$ cat src/rtl/fixed_accum_if.sv
// -----------------------------------------------------------------------------
// fixed_accum_if
// Handshake bundle between a Q8.8 product source, the fixed_accum stage and
// the downstream result consumer.
//
//   IN_VALID  : source -> stage, IN_DATA/IN_LAST valid
//   IN_READY  : stage  -> source, stage accepts a term this cycle
//   IN_DATA   : source -> stage, signed product term (bits wide)
//   IN_LAST   : source -> stage, final term of the group
//   OUT_VALID : stage  -> consumer, group result available
//   OUT_READY : consumer -> stage, consumer takes the result
//   OUT_DATA  : stage  -> consumer, signed saturated group sum (bits wide)
//   OUT_SAT   : stage  -> consumer, saturation occurred in this group
//   OUT_CNT   : stage  -> consumer, number of terms in group (saturating)
//
// Modports: slave is the accumulator's view, master is the environment's view
// (term producer plus result consumer).
// -----------------------------------------------------------------------------
`timescale 1ns/1ps

interface fixed_accum_if #(
    parameter int bits  = 16,
    parameter int CNT_W = 8
);
    logic             IN_VALID;
    logic             IN_READY;
    logic [bits-1:0]  IN_DATA;
    logic             IN_LAST;
    logic             OUT_VALID;
    logic             OUT_READY;
    logic [bits-1:0]  OUT_DATA;
    logic             OUT_SAT;
    logic [CNT_W-1:0] OUT_CNT;

    modport slave (
        input  IN_VALID, IN_DATA, IN_LAST, OUT_READY,
        output IN_READY, OUT_VALID, OUT_DATA, OUT_SAT, OUT_CNT
    );

    modport master (
        output IN_VALID, IN_DATA, IN_LAST, OUT_READY,
        input  IN_READY, OUT_VALID, OUT_DATA, OUT_SAT, OUT_CNT
    );
endinterface

$ cat src/rtl/fixed_accum.sv
// -----------------------------------------------------------------------------
// fixed_accum
// Accumulates a group of signed fixed-point product terms (Q8.8 by default)
// into a wide accumulator with GUARD extra MSBs, and emits one saturated
// result per group on a valid/ready handshake.
//
// Ports:
//   CLK   : clock, rising edge
//   RSTN  : asynchronous active-low reset
//   CLR   : synchronous clear/abort of the current group
//   bus   : fixed_accum_if.slave (term input and result output handshakes)
//
// Parameters:
//   bits  : term/result width
//   GUARD : extra accumulator MSBs (accumulator width = bits + GUARD)
//   CNT_W : width of the saturating term counter
//
// Build option:
//   FIXED_ACCUM_RELU_EN : when defined, a negative final sum is reported as
//                         zero; OUT_SAT still reflects the pre-ReLU sum only.
// -----------------------------------------------------------------------------
`timescale 1ns/1ps

module fixed_accum #(
    parameter int bits  = 16,
    parameter int GUARD = 8,
    parameter int CNT_W = 8
) (
    input  logic CLK,
    input  logic RSTN,
    input  logic CLR,
    fixed_accum_if.slave bus
);

    localparam int ACC_W = bits + GUARD;

    typedef enum logic {
        ST_ACC  = 1'b0,
        ST_DONE = 1'b1
    } state_t;

    state_t           state_q;
    logic [ACC_W-1:0] acc_q;
    logic [CNT_W-1:0] cnt_q;
    logic             sat_q;
    logic             in_ready_q;
    logic             out_valid_q;
    logic [bits-1:0]  out_data_q;
    logic             out_sat_q;
    logic [CNT_W-1:0] out_cnt_q;

    logic [ACC_W:0]   sum_wide;
    logic             acc_ovf;
    logic [ACC_W-1:0] acc_d;
    logic [GUARD:0]   acc_top;
    logic             out_clamp;
    logic [bits-1:0]  clamped;
    logic [bits-1:0]  out_data_d;
    logic [CNT_W-1:0] cnt_d;
    logic             accept;

    always_comb begin
        // One extra bit above the accumulator exposes signed overflow as a
        // disagreement between the two top bits of the sum.
        sum_wide = {acc_q[ACC_W-1], acc_q}
                 + {{(GUARD + 1){bus.IN_DATA[bits-1]}}, bus.IN_DATA};
        acc_ovf  = sum_wide[ACC_W] ^ sum_wide[ACC_W-1];

        if (acc_ovf) begin
            acc_d = sum_wide[ACC_W] ? {1'b1, {(ACC_W - 1){1'b0}}}
                                    : {1'b0, {(ACC_W - 1){1'b1}}};
        end else begin
            acc_d = sum_wide[ACC_W-1:0];
        end

        // The result fits in bits when every bit from the output sign bit
        // upward is a copy of the accumulator sign.
        acc_top   = acc_d[ACC_W-1:bits-1];
        out_clamp = !((&acc_top) || !(|acc_top));

        if (out_clamp) begin
            clamped = acc_d[ACC_W-1] ? {1'b1, {(bits - 1){1'b0}}}
                                     : {1'b0, {(bits - 1){1'b1}}};
        end else begin
            clamped = acc_d[bits-1:0];
        end

`ifdef FIXED_ACCUM_RELU_EN
        out_data_d = acc_d[ACC_W-1] ? '0 : clamped;
`else
        out_data_d = clamped;
`endif

        cnt_d  = (&cnt_q) ? cnt_q : cnt_q + CNT_W'(1);
        accept = bus.IN_VALID && in_ready_q && (state_q == ST_ACC);
    end

    always_ff @(posedge CLK or negedge RSTN) begin
        if (!RSTN) begin
            state_q     <= ST_ACC;
            acc_q       <= '0;
            cnt_q       <= '0;
            sat_q       <= 1'b0;
            in_ready_q  <= 1'b0;
            out_valid_q <= 1'b0;
            out_data_q  <= '0;
            out_sat_q   <= 1'b0;
            out_cnt_q   <= '0;
        end else if (CLR) begin
            // Abort the group; the last delivered result stays readable.
            state_q     <= ST_ACC;
            acc_q       <= '0;
            cnt_q       <= '0;
            sat_q       <= 1'b0;
            in_ready_q  <= 1'b1;
            out_valid_q <= 1'b0;
        end else begin
            case (state_q)
                ST_ACC: begin
                    in_ready_q <= 1'b1;
                    if (accept) begin
                        if (bus.IN_LAST) begin
                            out_data_q  <= out_data_d;
                            out_sat_q   <= sat_q | acc_ovf | out_clamp;
                            out_cnt_q   <= cnt_d;
                            out_valid_q <= 1'b1;
                            in_ready_q  <= 1'b0;
                            state_q     <= ST_DONE;
                        end else begin
                            acc_q <= acc_d;
                            cnt_q <= cnt_d;
                            sat_q <= sat_q | acc_ovf;
                        end
                    end
                end
                ST_DONE: begin
                    if (bus.OUT_READY) begin
                        acc_q       <= '0;
                        cnt_q       <= '0;
                        sat_q       <= 1'b0;
                        out_valid_q <= 1'b0;
                        in_ready_q  <= 1'b1;
                        state_q     <= ST_ACC;
                    end
                end
                default: begin
                    state_q <= ST_ACC;
                end
            endcase
        end
    end

    assign bus.IN_READY  = in_ready_q;
    assign bus.OUT_VALID = out_valid_q;
    assign bus.OUT_DATA  = out_data_q;
    assign bus.OUT_SAT   = out_sat_q;
    assign bus.OUT_CNT   = out_cnt_q;

endmodule

$ cat src/flat_wrapper.sv
// flat-port wrapper written by rule: the top's interface ports become plain ports
module fixed_accum_flat 
#(
    parameter int bits  = 16,
    parameter int GUARD = 8,
    parameter int CNT_W = 8
)
  (CLK, RSTN, CLR, bus_IN_VALID, bus_IN_DATA, bus_IN_LAST, bus_OUT_READY, bus_IN_READY, bus_OUT_VALID, bus_OUT_DATA, bus_OUT_SAT, bus_OUT_CNT);
  fixed_accum_if #(.bits(bits), .CNT_W(CNT_W)) bus_i ();
  input  logic CLK;
  input  logic RSTN;
  input  logic CLR;
  input wire logic [$bits(bus_i.IN_VALID)-1:0] bus_IN_VALID;
  input wire logic [$bits(bus_i.IN_DATA)-1:0] bus_IN_DATA;
  input wire logic [$bits(bus_i.IN_LAST)-1:0] bus_IN_LAST;
  input wire logic [$bits(bus_i.OUT_READY)-1:0] bus_OUT_READY;
  output wire logic [$bits(bus_i.IN_READY)-1:0] bus_IN_READY;
  output wire logic [$bits(bus_i.OUT_VALID)-1:0] bus_OUT_VALID;
  output wire logic [$bits(bus_i.OUT_DATA)-1:0] bus_OUT_DATA;
  output wire logic [$bits(bus_i.OUT_SAT)-1:0] bus_OUT_SAT;
  output wire logic [$bits(bus_i.OUT_CNT)-1:0] bus_OUT_CNT;
  assign bus_i.IN_VALID = bus_IN_VALID;
  assign bus_i.IN_DATA = bus_IN_DATA;
  assign bus_i.IN_LAST = bus_IN_LAST;
  assign bus_i.OUT_READY = bus_OUT_READY;
  assign bus_IN_READY = bus_i.IN_READY;
  assign bus_OUT_VALID = bus_i.OUT_VALID;
  assign bus_OUT_DATA = bus_i.OUT_DATA;
  assign bus_OUT_SAT = bus_i.OUT_SAT;
  assign bus_OUT_CNT = bus_i.OUT_CNT;
  fixed_accum #(.bits(bits), .GUARD(GUARD), .CNT_W(CNT_W)) u_core (.CLK(CLK), .RSTN(RSTN), .CLR(CLR), .bus(bus_i));
endmodule
$ cat config.mk
export PLATFORM = sky130hd
export DESIGN_NAME = fixed_accum_flat
export DESIGN_NICKNAME = d
export VERILOG_FILES = /design/src/rtl/fixed_accum_if.sv /design/src/rtl/fixed_accum.sv /design/src/flat_wrapper.sv
export SDC_FILE = /design/constraint.sdc
export NUM_CORES = 1
export LEC_CHECK = 0
export ABC_AREA = 0
export CORE_MARGIN = 10
export CORE_UTILIZATION = 45
export CTS_CLUSTER_DIAMETER = 100
export DETAILED_ROUTE_END_ITERATION = 10
export MAX_ROUTING_LAYER = met4
export PLACE_DENSITY_LB_ADDON = 0.2
export SYNTH_ARGS = -nofsm -noshare
export SYNTH_HDL_FRONTEND = slang
export SYNTH_SLANG_ARGS = --single-unit
$ cat constraint.sdc
create_clock -name CLK -period 3.8 [get_ports CLK]
set_input_delay 0.76 -clock CLK [delete_from_list [all_inputs] [get_ports CLK]]
set_output_delay 0.76 -clock CLK [all_outputs]
set_load 0.01 [all_outputs]
==> results of run 1 <==
[area by class of cell]
cell class / instances / area (um^2)
repair buffers: 161 / 1330
fillers: 695 / 2670
multi-input cells: 370 / 2920
inverters: 14 / 52.6
well taps: 108 / 135
clock inverters: 6 / 86.3
clock buffers: 10 / 128
flip-flops and latches: 61 / 1530
[metrics by stage]
| stage | utilization [%] | power (mW) | hold slack, ns |
|---|---|---|---|
| after floorplan | - | 1.54 | 0.443 |
| after global placement | 61.0 | 2.09 | 0.463 |
| after detailed placement | 61.0 | 2.11 | 0.471 |
| after CTS | 68.9 | 3.02 | 0.486 |
| after global routing | 69.9 | 3.31 | 0.519 |
| final | 69.9 | 3.13 | 0.480 |
[state kept, by name, indices dropped and copies added (netlist names)]
signal                flops
u_core.cnt_q              8
u_core.bus.IN_READY       1
u_core.sat_q              1
u_core.bus.OUT_SAT        1
u_core.bus.OUT_CNT        8
u_core.bus.OUT_VALID      1
u_core.state_q            1
u_core.bus.OUT_DATA      16
u_core.acc_q             24
[worst min-delay path, delay by kind of cell, from the launching register on]
family             cells  cell delay, ns
DFF                    1            0.34
AOI/OAI and AO/OA      1            0.06
and+or+nand+nor        1            0.05
[where the power goes]
| part | total [mW] | switching [mW] | internal, mW |
|---|---|---|---|
| sequential | 0.831 | 0.0860 | 0.745 |
| clock | 0.662 | 0.292 | 0.370 |
| combinational | 1.64 | 0.823 | 0.817 |
| total | 3.13 | 1.20 | 1.93 |
[logic make-up (layout without fill, tap and decap cells)]
family,count (synthesis),in the layout,synth area share (%)
DFF,61,61,36.9
AOI/OAI and AO/OA,186,187,29.6
buffers and inverters,33,191,4.93
muxes,1,1,0.242
xor gates and xnor gates,25,25,5.30
adders and majority gates,28,28,8.65
and+or+nand+nor,129,129,14.4
[final timing paths]
check	slack, ns	from	to	cells after the start
worst max-delay path	-0.12	bus_IN_DATA[12]	u_core.bus.OUT_DATA[3]	16
worst min-delay path	0.48	u_core.bus.OUT_CNT[2]	u_core.bus.OUT_CNT[2]	2
worst max register to register	-0.05	u_core.acc_q[2]	u_core.bus.OUT_DATA[3]	16
worst min register to register	0.48	u_core.bus.OUT_CNT[2]	u_core.bus.OUT_CNT[2]	2
max in group asynchronous	2.50	RSTN	u_core.bus.OUT_DATA[14]	2
min in group asynchronous	0.55	RSTN	u_core.acc_q[11]	1
[synth_stat cells (all sizes together), types with 2 or more instances]
| cell type | number | share of area [%] |
|---|---|---|
| o21a | 5 | 0.91 |
| o31ai | 4 | 0.73 |
| o21ai | 71 | 8.7 |
| and3 | 2 | 0.30 |
| o22ai | 17 | 2.7 |
| nand2b | 5 | 0.76 |
| xnor2 | 11 | 2.3 |
| a211o | 3 | 0.67 |
| a21o | 8 | 1.5 |
| a21oi | 36 | 4.4 |
| a211oi | 5 | 1.3 |
| a21boi | 3 | 0.54 |
| nand4 | 7 | 1.1 |
| nand3b | 2 | 0.36 |
| buf | 4 | 1.1 |
| ha | 27 | 8.2 |
| nor2b | 2 | 0.30 |
| nor2 | 38 | 3.4 |
| dfrtp | 61 | 37 |
| o21bai | 2 | 0.36 |
| a22o | 13 | 2.8 |
| nor3 | 5 | 0.61 |
| or3 | 2 | 0.30 |
| clkbuf | 15 | 2.6 |
| inv | 14 | 1.3 |
| a31oi | 2 | 0.30 |
| o211ai | 7 | 1.4 |
| nand2 | 50 | 4.6 |
| xor2 | 14 | 3.0 |
| nand3 | 7 | 0.85 |
| or3b | 2 | 0.42 |
[what timing repair did]
item | 4_1_cts | 5_1_grt
setup endpoints to repair | 39 | 30
gates resized for setup | 97 | 20
pin swaps | 39 | 23
cloned | 2 | 0
setup buffers | 22 | 4
[metal layers]
metal	up-vias	wire, um	part of all wire (%)	track usage, %
met4	0	190	1.4	5.84
met1	2024	5990	44	27.4
li1	2019	-	-	-
met2	95	6730	50	35.3
met5	-	0	0	-
met3	15	648	4.8	2.69
==> results.md, run 1 <==
- Status: finished, violations left
- Failing checks: negative setup slack
- Critical path's slowest cell: o41a_1
- Cts-stage hold buffer count: 0
- RePlAce Congestion: 0.912
- Initial antenna violation count: 0
- Req. time, crit path: 4.02 ns
- Die Ht: 116 um
- Total CTS buffers: 9
- Final Critical Period: 3.92 ns
- Final hold vios: 0
- First-pass DRT Iterations: 4
- Synth unique cells: 59
- FF+latch count, synth: 61
- Worst skew pair latency: 0.35 ns
- CORE AREA: 8850 um^2
- Slew Viols, Final: 0
- Max-Slew Margin vs Limit: 36.0%
- WS Path Type: in2reg
- Initial core utilization: 46.7%
- Via density: 5.69
- Crit path max-delay family: compound AO/OA/AOI/OAI gates
- Root buffer cell: clkbuf_8
- Fmax achieved: 255 MHz
- Worst hold path class: reg2reg
- I/O Pins: 49
- H-tree Lvls: 3
- Commonest non-fill, non-tap cell in the layout: buf_4
- Critical Path Sink Type: flip-flop
- Power Density: 507 nW/um^2
- DR iter-0 viols: 258
- Peak VDD IR: 0.000342 V
- First-pass GRT wire length: 22300 um
- Total track usage: 21.5%
- Placed insts: 686
- Yosys Warn Count: 0
- CTS tree: yes
- Nets: 667
- # port buffers: 48
- Via count: 4153
- Clock Skew: 0.0139 ns
- Worst-path cell chain: dlygate4sd2_1 > ha_4 > and3_4 > nand4_1 > o311ai_4 > o22a_2 > a21o_1 > a21o_1 > xor2_2 > ha_4 > buf_6 > o41a_1 > o41ai_4 > buf_6 > buf_12 > o22ai_4
- Clock sinks: 61
- Finish-stage setup viols: 16
- Die width: 116 um
- CP Launch Type: primary input
- Clock slew at reported path FFs: 0.07 ns
- Global route overflow: 0
- Placed wire-length estimate: 9440 um
- Avg Cell Area, Syn: 8.93 um^2
- Largest net degree at the start of global routing: 41
- Tcrit/Tclk final: 103%
- Top_reg_cell synth: dfrtp_1
- Ratio of cells with drive above 1 in the final layout: 34.2%
- Synthesized Nets: 513
- Worst Path Buf+Inv: 4
- RSZ-0062 raised after global routing: true
- Async set-or-reset flop fraction in the synthesized netlist: 100%
- Mapped Area: 4140 um^2
- DP Area: 5400 um^2
- Sequential cell area fraction in the yosys report: 36.9%
- Highest-count cells in the layout ignoring fill and taps: buf_4, dfrtp_1, o21ai_0
- LEAKAGE: 2.77 nW
- Layout area overhead: 49.5%
- Place WS: -0.868 ns
- Drt drc: 0
- Routed wire per std cell: 18.6 um
- Crit path max fanout: 8
- Mapped Cells: 463
- Setup TNS: -1.84 ns
- Number of max-cap violations: 0
- Diode count: 0
- WL final: 13600 um
- # rows: 34
- Finished Cell Area: 6180 um^2
- Max Root-Sink Buffers: 2
- Crit-path max cell delay: 0.39 ns
- Vias in the first global route: 4352
- Worst Path Arrival: 4.14 ns
- Antenna Nets Post-Route: 0
- Post-synth EDFFs: 0
- Final Non-Filler Cells: 730
- Slew @ Worst Pin: 0.960 ns
- Worst setup margin: -0.122 ns
- Die area: 13400 um^2
(Power assumes the default switching activity.)
==> inputs of run 2 (changes only) <==
- CORE_UTILIZATION: 45 -> 53
- CTS_BUF_LIST: default -> sky130_fd_sc_hd__clkbuf_8
- clock period: 3.8 -> 3.4 ns (I/O delays scaled with it)
==> run 2 against run 1 <==
  * The flow still finishes with violations (negative setup slack)
  * Non-clock buffer count rose by 18
  * Global-route usage rose by 4.1 points
  * Worst hold slack worse by 0.11 ns
  * Critical path depth is 1 higher
  * Sequential cell count stayed put
  * Design area increased by 3.8%
  * Critical path type unchanged
  * Highest routed layer unchanged
==> results.md, run 2 (synthesis results as in run 1) <==
- Status: finished, violations left (unchanged)
- Failing checks: negative setup slack (unchanged)
- Diode count: 0 (unchanged)
- Most flop-heavy register: u_core.acc_q (unchanged)
- Placed insts: 692 (was 686)
- Worst setup margin: -0.570 ns (was -0.122 ns)
- DP Area: 5500 um^2 (was 5400 um^2)
- Root buffer cell: clkbuf_8 (unchanged)
- Final hold vios: 0 (unchanged)
- Slew @ Worst Pin: 0.733 ns (was 0.960 ns)
- Clock Skew: 0.0126 ns (was 0.0139 ns)
- Die Ht: 108 um (was 116 um)
- Highest-count cells in the layout ignoring fill and taps: buf_4, dfrtp_1, o21ai_0 (unchanged)
- Finish-stage setup viols: 34 (was 16)
- Place WS: -1.05 ns (was -0.868 ns)
- CORE AREA: 7650 um^2 (was 8850 um^2)
- Crit path max fanout: 6 (was 8)
- Max Root-Sink Buffers: 2 (unchanged)
- CTS tree: yes (unchanged)
- # fillers: 387 (was 695)
- Initial antenna violation count: 0 (unchanged)
- Clk pwr share: 20.1% (was 21.1%)
- Combinational power share: 55.0% (was 52.3%)
- Crit path max-delay family: compound AO/OA/AOI/OAI gates (unchanged)
- Pwr Total: 3.73 mW (was 3.13 mW)
- Final hold slack: 0.371 ns (was 0.480 ns)
- Global route overflow: 0 (unchanged)
- Critical Path Sink Type: flip-flop (unchanged)
- Int Pwr: 2.23 mW (was 1.93 mW)
- Worst Path Arrival: 4.18 ns (was 4.14 ns)
- DR iter-0 viols: 397 (was 258)
- Max reg flops: 24 (unchanged)
- Register share of total power: 24.9% (was 26.5%)
- Power Density: 582 nW/um^2 (was 507 nW/um^2)
- Critical path's slowest cell: o31ai_1 (was o41a_1)
- Initial core utilization: 54.1% (was 46.7%)
- Number of max-cap violations: 0 (unchanged)
- Largest net degree at the start of global routing: 33 (was 41)
- Max-Slew Margin vs Limit: 51.2% (was 36.0%)
- I/O Pins: 49 (unchanged)
- Crit-path max cell delay: 0.37 ns (was 0.39 ns)
- Via density: 6.41 (was 5.69)
- Req. time, crit path: 3.61 ns (was 4.02 ns)
- R2r setup slk: -0.56 ns (was -0.05 ns)
- Tcrit/Tclk final: 117%
- Clock sinks: 61 (unchanged)
- Routed wire per std cell: 21.6 um (was 18.6 um)
- Slew Viols, Final: 0 (unchanged)
- Worst skew pair latency: 0.36 ns (was 0.35 ns)
- RSZ-0062 raised after global routing: true (unchanged)
- First-pass DRT Iterations: 6 (was 4)
- Nets: 685 (was 667)
- Via count: 4759 (was 4153)
- Total CTS buffers: 9 (unchanged)
- Placed wire-length estimate: 9330 um (was 9440 um)
- First-pass GRT wire length: 23400 um (was 22300 um)
- Peak VDD IR: 0.000459 V (was 0.000342 V)
- Vias in the first global route: 4810 (was 4352)
- Worst Path Buf+Inv: 3 (was 4)
- Worst-path cell chain: buf_2 > ha_4 > a211oi_4 > o211ai_2 > a21oi_2 > o311ai_2 > o22a_2 > a21o_1 > a21o_1 > xor2_2 > ha_4 > buf_6 > and4bb_1 > nand4_1 > buf_6 > o31ai_1 > a31oi_1 (was dlygate4sd2_1 > ha_4 > and3_4 > nand4_1 > o311ai_4 > o22a_2 > a21o_1 > a21o_1 > xor2_2 > ha_4 > buf_6 > o41a_1 > o41ai_4 > buf_6 > buf_12 > o22ai_4)
- Die area: 11700 um^2 (was 13400 um^2)
- Final Non-Filler Cells: 742 (was 730)
- Final Critical Period: 3.97 ns
- # rows: 32 (was 34)
- WL final: 16000 um (was 13600 um)
- Total track usage: 25.6% (was 21.5%)
- Net Sw Frac: 40.2% (was 38.3%)
- Finished Cell Area: 6420 um^2 (was 6180 um^2)
- Die width: 108 um (was 116 um)
- Drt drc: 0 (unchanged)
- Clock slew at reported path FFs: 0.08 ns (was 0.07 ns)
- RePlAce Congestion: 0.919 (was 0.912)
- Fmax achieved: 252 MHz
- Antenna Nets Post-Route: 0 (unchanged)
- Commonest non-fill, non-tap cell in the layout: buf_4 (unchanged)
- WS Path Type: in2reg (unchanged)
- Register area: 1530 um^2 (unchanged)
- LEAKAGE: 2.87 nW (was 2.77 nW)
- Ratio of cells with drive above 1 in the final layout: 38.6% (was 34.2%)
- Multi-input logic area: 3000 um^2 (was 2920 um^2)
- Layout area overhead: 55.2% (was 49.5%)
- CP Launch Type: primary input (unchanged)
- Psw: 1.50 mW (was 1.20 mW)
- H-tree Lvls: 3 (unchanged)
- # port buffers: 48 (unchanged)
- Worst hold path class: in2async (was reg2reg)
[run 2: power groups by stage]
stage | Combinational, mW | Clock (mW) | Sequential, mW
2_1_floorplan | 0.793 | 0 | 0.945
3_3_place_gp | 1.41 | 0 | 0.922
3_5_place_dp | 1.45 | 0 | 0.925
4_1_cts | 1.69 | 0.749 | 0.921
5_1_grt | 2.15 | 0.780 | 0.939
6_report | 2.05 | 0.752 | 0.928
[run 2: worst paths after layout]
check	from	to	depth (start not counted)
worst min register to register	u_core.bus.OUT_CNT[0]	u_core.bus.OUT_CNT[0]	2
min in group CLK	u_core.bus.OUT_CNT[0]	u_core.bus.OUT_CNT[0]	2
worst max register to register	u_core.acc_q[1]	u_core.bus.OUT_SAT	16
max in group asynchronous	RSTN	u_core.acc_q[7]	2
worst min-delay path	RSTN	u_core.bus.OUT_DATA[5]	1
worst max-delay path	bus_IN_DATA[1]	u_core.bus.OUT_SAT	17
[run 2: metal layers]
layer | wire length [um] | vias to the layer above | GRT usage, %
li1 | - | 2059 | -
met1 | 6230 | 2307 | 30.9
met2 | 7760 | 306 | 40.8
met3 | 1230 | 87 | 4.70
met4 | 796 | 0 | 11.7
met5 | 0 | - | -
[run 2: cell type report]
type                       instances  share of cell area, %
multi-input combinational        370                   46.7
sequential                        61                   23.8
timing repair buffer             179                   23.2
tap                              102                   1.99
clock buffer                       9                   1.93
clock inverter                     7                   1.54
inverter                          14                  0.819
[run 2: stage by stage]
step                      setup TNS (ns)  util (%)
final                             -10.65      83.9
after global routing              -12.47      83.9
after CTS                          -3.33      81.0
after detailed placement          -34.24      71.9
after global placement            -31.32      71.9
after floorplan                    -6.66         -
[run 2: worst reg2reg max path, delay by kind of cell (launching register included)]
kind	cells	cell delay [ns]
compound gates	9	1.97
xor+xnor	1	0.22
fa+ha+maj	2	0.55
buf+inv	2	0.30
flops	1	0.42
simple gates	2	0.38
[run 2: repair_timing]
action                                  CTS  global route
endpoints found under the setup margin   42            35
cloned                                    2             1
buffers inserted                         22            10
pin swaps                                32             7
hold buffers                              0             0
resized for setup                       100            46
